`src/rtl/serial_magnitude_comparator_pkg.sv`:
```
// Shared definitions for the serial magnitude comparator family:
// FSM state encoding, one-hot result constants and a pair-count helper.
package cmp_pkg;

  typedef enum logic [1:0] {
    IDLE    = 2'd0,
    COMPARE = 2'd1,
    DONE    = 2'd2
  } state_t;

  // Result bit order is {lt, gt, eq}
  localparam logic [2:0] RES_EQ = 3'b001;
  localparam logic [2:0] RES_GT = 3'b010;
  localparam logic [2:0] RES_LT = 3'b100;

  function automatic int pairs(input int width);
    return width / 2;
  endfunction

endpackage

```
`src/rtl/pair_compare_cell.sv`:
```
// Combinational 2-bit unsigned compare cell: exactly one of e/g/l is high
// for any x/y pair.
module pair_compare_cell (
  input  logic [1:0] x,
  input  logic [1:0] y,
  output logic       e,
  output logic       g,
  output logic       l
);

  assign e = (x == y);
  assign g = (x[1] & ~y[1]) | ((x[1] ~^ y[1]) & x[0] & ~y[0]);
  assign l = (~x[1] & y[1]) | ((x[1] ~^ y[1]) & ~x[0] & y[0]);

endmodule

```
`src/rtl/serial_magnitude_comparator.sv`:
```
// Multi-cycle unsigned magnitude comparator: scans two bits per cycle from the
// MSB end, stops on the first unequal pair, returns a one-hot eq/gt/lt result.
module serial_magnitude_comparator
  import cmp_pkg::*;
#(
  parameter int WIDTH = 8
) (
  input  logic             clk,
  input  logic             rst,
  input  logic             start_valid,
  output logic             start_ready,
  input  logic [WIDTH-1:0] a,
  input  logic [WIDTH-1:0] b,
  output logic             done_valid,
  input  logic             done_ready,
  output logic             eq,
  output logic             gt,
  output logic             lt,
  output logic             busy
);

  localparam int NP = pairs(WIDTH);
  localparam int CW = (NP > 1) ? $clog2(NP) : 1;
  localparam logic [CW-1:0] CNT_INIT = CW'(NP - 1);

  generate
    if (WIDTH < 2 || (WIDTH % 2) != 0) begin : g_bad_width
      $fatal(1, "serial_magnitude_comparator: WIDTH must be even and >= 2");
    end
  endgenerate

  state_t          state;
  state_t          state_next;
  logic [WIDTH-1:0] sa;
  logic [WIDTH-1:0] sb;
  logic [CW-1:0]   cnt;
  logic [2:0]      res;
  logic            pair_e;
  logic            pair_g;
  logic            pair_l;
  logic            accept;
  logic            last_pair;

  assign accept    = start_valid && (state == IDLE);
  assign last_pair = (cnt == '0);

  pair_compare_cell u_cell (
    .x (sa[WIDTH-1 -: 2]),
    .y (sb[WIDTH-1 -: 2]),
    .e (pair_e),
    .g (pair_g),
    .l (pair_l)
  );

  always_ff @(posedge clk or posedge rst) begin
    if (rst) state <= IDLE;
    else     state <= state_next;
  end

  always_comb begin
    state_next = state;
    unique case (state)
      IDLE:    if (accept) state_next = COMPARE;
      COMPARE: if (!pair_e || last_pair) state_next = DONE;
      DONE:    if (done_ready) state_next = IDLE;
      default: state_next = IDLE;
    endcase
  end

  // Operands are captured once at accept; the shift registers carry the
  // remaining unscanned pairs so later a/b changes cannot leak in.
  always_ff @(posedge clk or posedge rst) begin
    if (rst) begin
      sa  <= '0;
      sb  <= '0;
      cnt <= '0;
      res <= '0;
    end else if (accept) begin
      sa  <= a;
      sb  <= b;
      cnt <= CNT_INIT;
      res <= '0;
    end else if (state == COMPARE) begin
      if (pair_g) begin
        res <= RES_GT;
      end else if (pair_l) begin
        res <= RES_LT;
      end else if (last_pair) begin
        res <= RES_EQ;
      end else begin
        sa  <= sa << 2;
        sb  <= sb << 2;
        cnt <= cnt - CW'(1);
      end
    end
  end

  assign start_ready = (state == IDLE);
  assign busy        = (state == COMPARE);
  assign done_valid  = (state == DONE);
  assign eq          = res[0];
  assign gt          = res[1];
  assign lt          = res[2];

endmodule

```
`config.mk`:
```
export PLATFORM = sky130hd
export DESIGN_NAME = serial_magnitude_comparator
export DESIGN_NICKNAME = d
export VERILOG_FILES = /design/src/rtl/serial_magnitude_comparator_pkg.sv /design/src/rtl/pair_compare_cell.sv /design/src/rtl/serial_magnitude_comparator.sv
export SDC_FILE = /design/constraint.sdc
export NUM_CORES = 1
export LEC_CHECK = 0
export CAP_MARGIN = 25
export CORE_MARGIN = 10
export CORE_UTILIZATION = 50
export CTS_CLUSTER_DIAMETER = 50
export DETAILED_ROUTE_END_ITERATION = 8
export PLACE_DENSITY_LB_ADDON = 0.12
export REMOVE_ABC_BUFFERS = 1
export SLEW_MARGIN = 15
export SYNTH_ARGS = -nofsm -noshare
export SYNTH_HDL_FRONTEND = slang
export SYNTH_SLANG_ARGS = --single-unit
```
`constraint.sdc`:
```
create_clock -name clk -period 4.6 [get_ports clk]
set_input_delay 1.38 -clock clk [delete_from_list [all_inputs] [get_ports clk]]
set_output_delay 1.38 -clock clk [all_outputs]
set_load 0.03 [all_outputs]
```
# Yosys cells after proc, flatten, opt, wreduce, memory -nomap -nowiden

Index checks and enable logic that the tools add are counted.

RAM bits: 0
Memories kept: 0
Memory bits (read-only): 0
Bits in latches: 0
Input bits: 20
Bits in registers: 23
Output and inout port bits: 6
Word-level logic and storage cells: 62

Reductions and logical operators: 10
Bitwise gates (word level): 13
$add $sub $neg: 1
Eq/ne operators: 9
Muxes and demuxes: 24
Multipliers: 0
Order comparisons: 0
Div/mod/pow operators: 0
Shift operators: 0

Operators by type and width:

| kind                | count |
|---|---|
| $mux 8              | 10 |
| $mux 2              | 8 |
| $mux 3              | 5 |
| $ne 2x1->1 const B  | 5 |
| $and 1x1->1         | 6 |
| $pmux 2 s3          | 1 |
| $logic_not 2->1     | 2 |
| $not 1->1           | 4 |
| $reduce_and 4->1    | 1 |
| $reduce_bool 4->1   | 1 |
| $reduce_and 3->1    | 1 |
| $eq 2x1->1 const B  | 1 |
| $eq 2x2->1          | 1 |
| $eq 2x2->1 const B  | 1 |
| $ne 2x2->1 const B  | 1 |
| $or 1x1->1          | 2 |
| $reduce_and 2->1    | 1 |
| $reduce_bool 2->1   | 1 |
| $sub 2x1->2 const B | 1 |
| $logic_and 1x1->1   | 1 |
| $logic_not 1->1     | 1 |
| $logic_or 1x1->1    | 1 |
| $xnor 1x1->1        | 1 |

# Depth between registers and ports, before layout

Depth after elaboration: 8
Mapped depth: 8
Depth with buffers taken out: 6

# By module

From an unflattened synthesis, not the netlist that was laid out.

Cell total of the unflattened synthesis: 102
Area, all modules: 1226.2 µm²

By module, submodules not included:

| module                      | cells each | sequential area each (µm²) | area each (µm²) | instances |
|---|---|---|---|---|
| serial_magnitude_comparator | 92         | 575.6                      | 1154.9          | 1 |
| pair_compare_cell           | 10         | 0.0                        | 71.3            | 1 |

# Least setup slack after synthesis

Ideal clock, no wire load.

Path kind: reg-to-output
Start: register state[1]
End: output busy
Required time: 3.220 ns
Path slack: 2.326 ns
Arrival time: 0.894 ns
Stages on the path, launching flop included: 3
Path through: dfrtp_1 > nand2b_1 > inv_1

Word-level cells in the longest chain between the ends: 1

RTL lines:

| element                  | RTL line                          | source |
|---|---|---|
| start: declaration       | serial_magnitude_comparator.sv:32 | `state_t state;` |
| start signal: assignment | serial_magnitude_comparator.sv:57 | `else state <= state_next;` |
| $eq 2x1->1               | serial_magnitude_comparator.sv:99 | `assign busy = (state == COMPARE);` |
| end: declaration         | serial_magnitude_comparator.sv:19 | `output logic busy` |

No other way between the ends.

# Worst setup path in the final report

Ends and elaborated chain as after synthesis.

==> run_results.csv <==
group,metric,value,unit
floorplanning,die_h,68.5,µm
clock_tree,clock_sinks,23,
floorplanning,start_util,0.527,
synthesis,synth.cell_area,1180,µm²
clock_tree,cts_buffers,3,
timing,worstMarginPinSlew,891,ps
pwr,switching_share,0.437,
pwr,p_per_area,649,nW/µm²
grt,gr-total-overflow,0,
synthesis,seq_area_frac_synth,0.489,
finish,fill_cells,197,
timing,max_freq,307,MHz
floorplanning,io_pins,26,
synthesis,synth_warnings,0,
clock_tree,htreeDepth,1,
drt,drt_wl_total,2.51,mm
drt,ant_nets,0,
finish,layout_commonest_cell,"nand2_1",
synthesis,synth_top_area_frac,0.489,
worst_setup_path,critPathMaxFanout,6,
pwr,p_sw,0.000412,W
clock_tree,post_cts_buffers,0,
drt,via_count,953,
finish,fin_area,1450,µm²
placement,dp_hpwl,1.88,mm
floorplanning,rows,17,
grt,grt_use_total,0.117,
grt,antenna_found_initial,0,
worst_setup_path,r2r_start,"sa[7]",
finish,finish.utilization,0.651,
timing,fin_crit,3260,ps
clock_tree,path_clk_slew,120,ps
pwr,intPower,0.000531,W
synthesis,syn_inst,127,
pwr,p_comb_frac,0.528,
worst_setup_path,max_stage_delay,710,ps
grt,top_usage_layer,"met2",
timing,setup_viol,0,
grt,grtUsageMet3,0.0290,
synthesis,synth_top_cell_by_area,"dfrtp_1",
placement,gp_congestion,0.731,
finish,finalNonFillerCells,179,
clock_tree,cts_buffer_depth,2,
clock_tree,cts.repair.resized,0,
synthesis,yosys-top-cells-area,"dfrtp_1 (49%), nand2_1 (8.6%), a31oi_1 (6.9%)",
worst_setup_path,crit_path_top_delay_cell,"clkdlybuf4s50_1",
grt,grt_max_degree,24,
synthesis,synth_flop_cell,"dfrtp_1",
timing,hold_viol_final,0,
placement,place_area,1430,µm²
flow_run,drv_cap,0,
placement,place_ws,1650,ps
pwr,seqPwrFrac,0.375,
worst_setup_path,crit_path_start,"state[1]",
floorplanning,core-area,2230,µm²
drt,drt_iter0_drc,28,
grt,met2_usage,0.203,
timing,finalMaxSlewViolations,0,
synthesis,synth_cell_type_count,32,
worst_setup_path,cp-end-kind,"output pin",
worst_setup_path,required,3220,ps
floorplanning,die_area,4700,µm²
drt,dr.pass1.iters,4,
placement,io_buffers,25,
clock_tree,root_buffer,"clkbuf_4",
worst_setup_path,crit_arrival,1880,ps
timing,tns,0,ps
clock_tree,cts_hold_buf,0,
pwr,clockPowerShare,0.097,
synthesis,ys_ff_latch,23,
synthesis,synthArstFlopShare,1.00,
min_path,min_path_type,"register to register",
drt,viasPerCell,5.32,
run_status,status,"complete, no violations",
drt,wl_per_cell,14.0,µm
finish,num_antenna_cells,0,
finish,mostFrequentLayoutCells,"nand2_1 (27), clkdlybuf4s50_1 (25), dfrtp_1 (23)",
worst_setup_path,critPathKind,"register to output pin",
worst_setup_path,cp-start-kind,"register",
min_path,hp-start,"cnt[1]",
placement,dp.cells,175,
grt,grt_pass1_vias,1002,
timing,fin_skew,7.17,ps
floorplanning,die_w,68.5,µm
clock_tree,clk_latency,300,ps
worst_setup_path,crit_chain,"nand2b_1 -> inv_1 -> clkdlybuf4s50_1",
clock_tree,cts_tree,"yes",
drt,drc_errors,0,
finish,nNetsFinal,175,
timing,postLayoutSetupSlackWorst,1340,ps
grt,grt_pass1_wl,4.31,mm
pwr,p_leak,0.671,nW
finish,syn_to_final_growth,23.5,%
timing,period_share,0.708,
grt,grt_use_met1,0.134,
timing,rsz0062_at_grt,"no",
finish,layout-drive-gt1-share,0.0795,
timing,slew-limit-headroom,0.405,
synthesis,avgSynthCellArea,9.27,µm²
pwr,ir_drop,0.373,mV
synthesis,synth_edf_count,0,
## layout make-up
class                   instances  area, µm²  area share
multi-input cells              85        502       0.345
well taps                      28       35.0      0.0241
clock inverters                 1       5.00     0.00344
inverters                      13       48.8      0.0336
repair buffers                 26        265       0.182
clock buffers                   3       22.5      0.0155
flip-flops and latches         23        576       0.396
## critical path: cells and delay by family, from the launching register on
| kind | cells | cell delay, ps |
|---|---|---|
| buffers and inverters | 2 | 920 |
| flip-flops | 1 | 400 |
| AND/OR/NAND/NOR | 1 | 260 |
## metal layers
layer | share of wire | routed length, µm | up-vias
li1 | - | - | 470
met1 | 0.44 | 1100 | 457
met2 | 0.51 | 1290 | 20
met3 | 0.033 | 82 | 6
met4 | 0.012 | 31 | 0
met5 | 0 | 0 | -
## stage by stage
step                      hold slack [ps]  total power (W)
after detailed placement              476         0.000861
after CTS                             506         0.000957
final                                 498         0.000943
after floorplan                       462         0.000709
after global placement                473         0.000825
after global routing                  541          0.00104
## kinds of logic (layout without fill, tap and decap cells)
| group | Yosys count | count (layout) | share of synthesized area |
|---|---|---|---|
| AND/OR/NAND/NOR | 51 | 51 | 0.191 |
| AO/OA/AOI/OAI | 29 | 29 | 0.182 |
| flip-flops | 23 | 23 | 0.489 |
| buffers and inverters | 19 | 43 | 0.0850 |
| adder cells (fa/ha/maj) | 3 | 3 | 0.0319 |
| XOR/XNOR | 2 | 2 | 0.0213 |
## worst paths after layout
kind                               end  slack (ps)  cells after the start
worst max register to register   sa[3]        2550                      6
min in group asynchronous        sa[3]        1550                      2
worst min-delay path            cnt[1]         500                      2
worst min register to register  cnt[1]         500                      2
worst max-delay path              busy        1340                      3
max in group asynchronous        sb[2]        2510                      2
## Yosys cell counts, drive strengths merged, types with 2 or more instances
library cell,number
dfrtp,23
nand2b,2
buf,5
nand3,4
ha,3
nor2,13
a31oi,13
o21ai,4
nand2,29
inv,13
## sequential cells by signal, indices dropped and copies added, names as in the netlist
register and count:
sa 8, sb 8, res 3, cnt 2, state 2
## power groups by stage
stage | sequential (W) | combinational (W) | clock (W)
after global routing | 0.000368 | 0.000560 | 0.000107
after floorplan | 0.000357 | 0.000353 | 0
after CTS | 0.000354 | 0.000505 | 0.0000986
after detailed placement | 0.000359 | 0.000502 | 0
after global placement | 0.000353 | 0.000472 | 0
final | 0.000354 | 0.000498 | 0.0000919
Note: power is estimated with default switching activity, not from simulation.
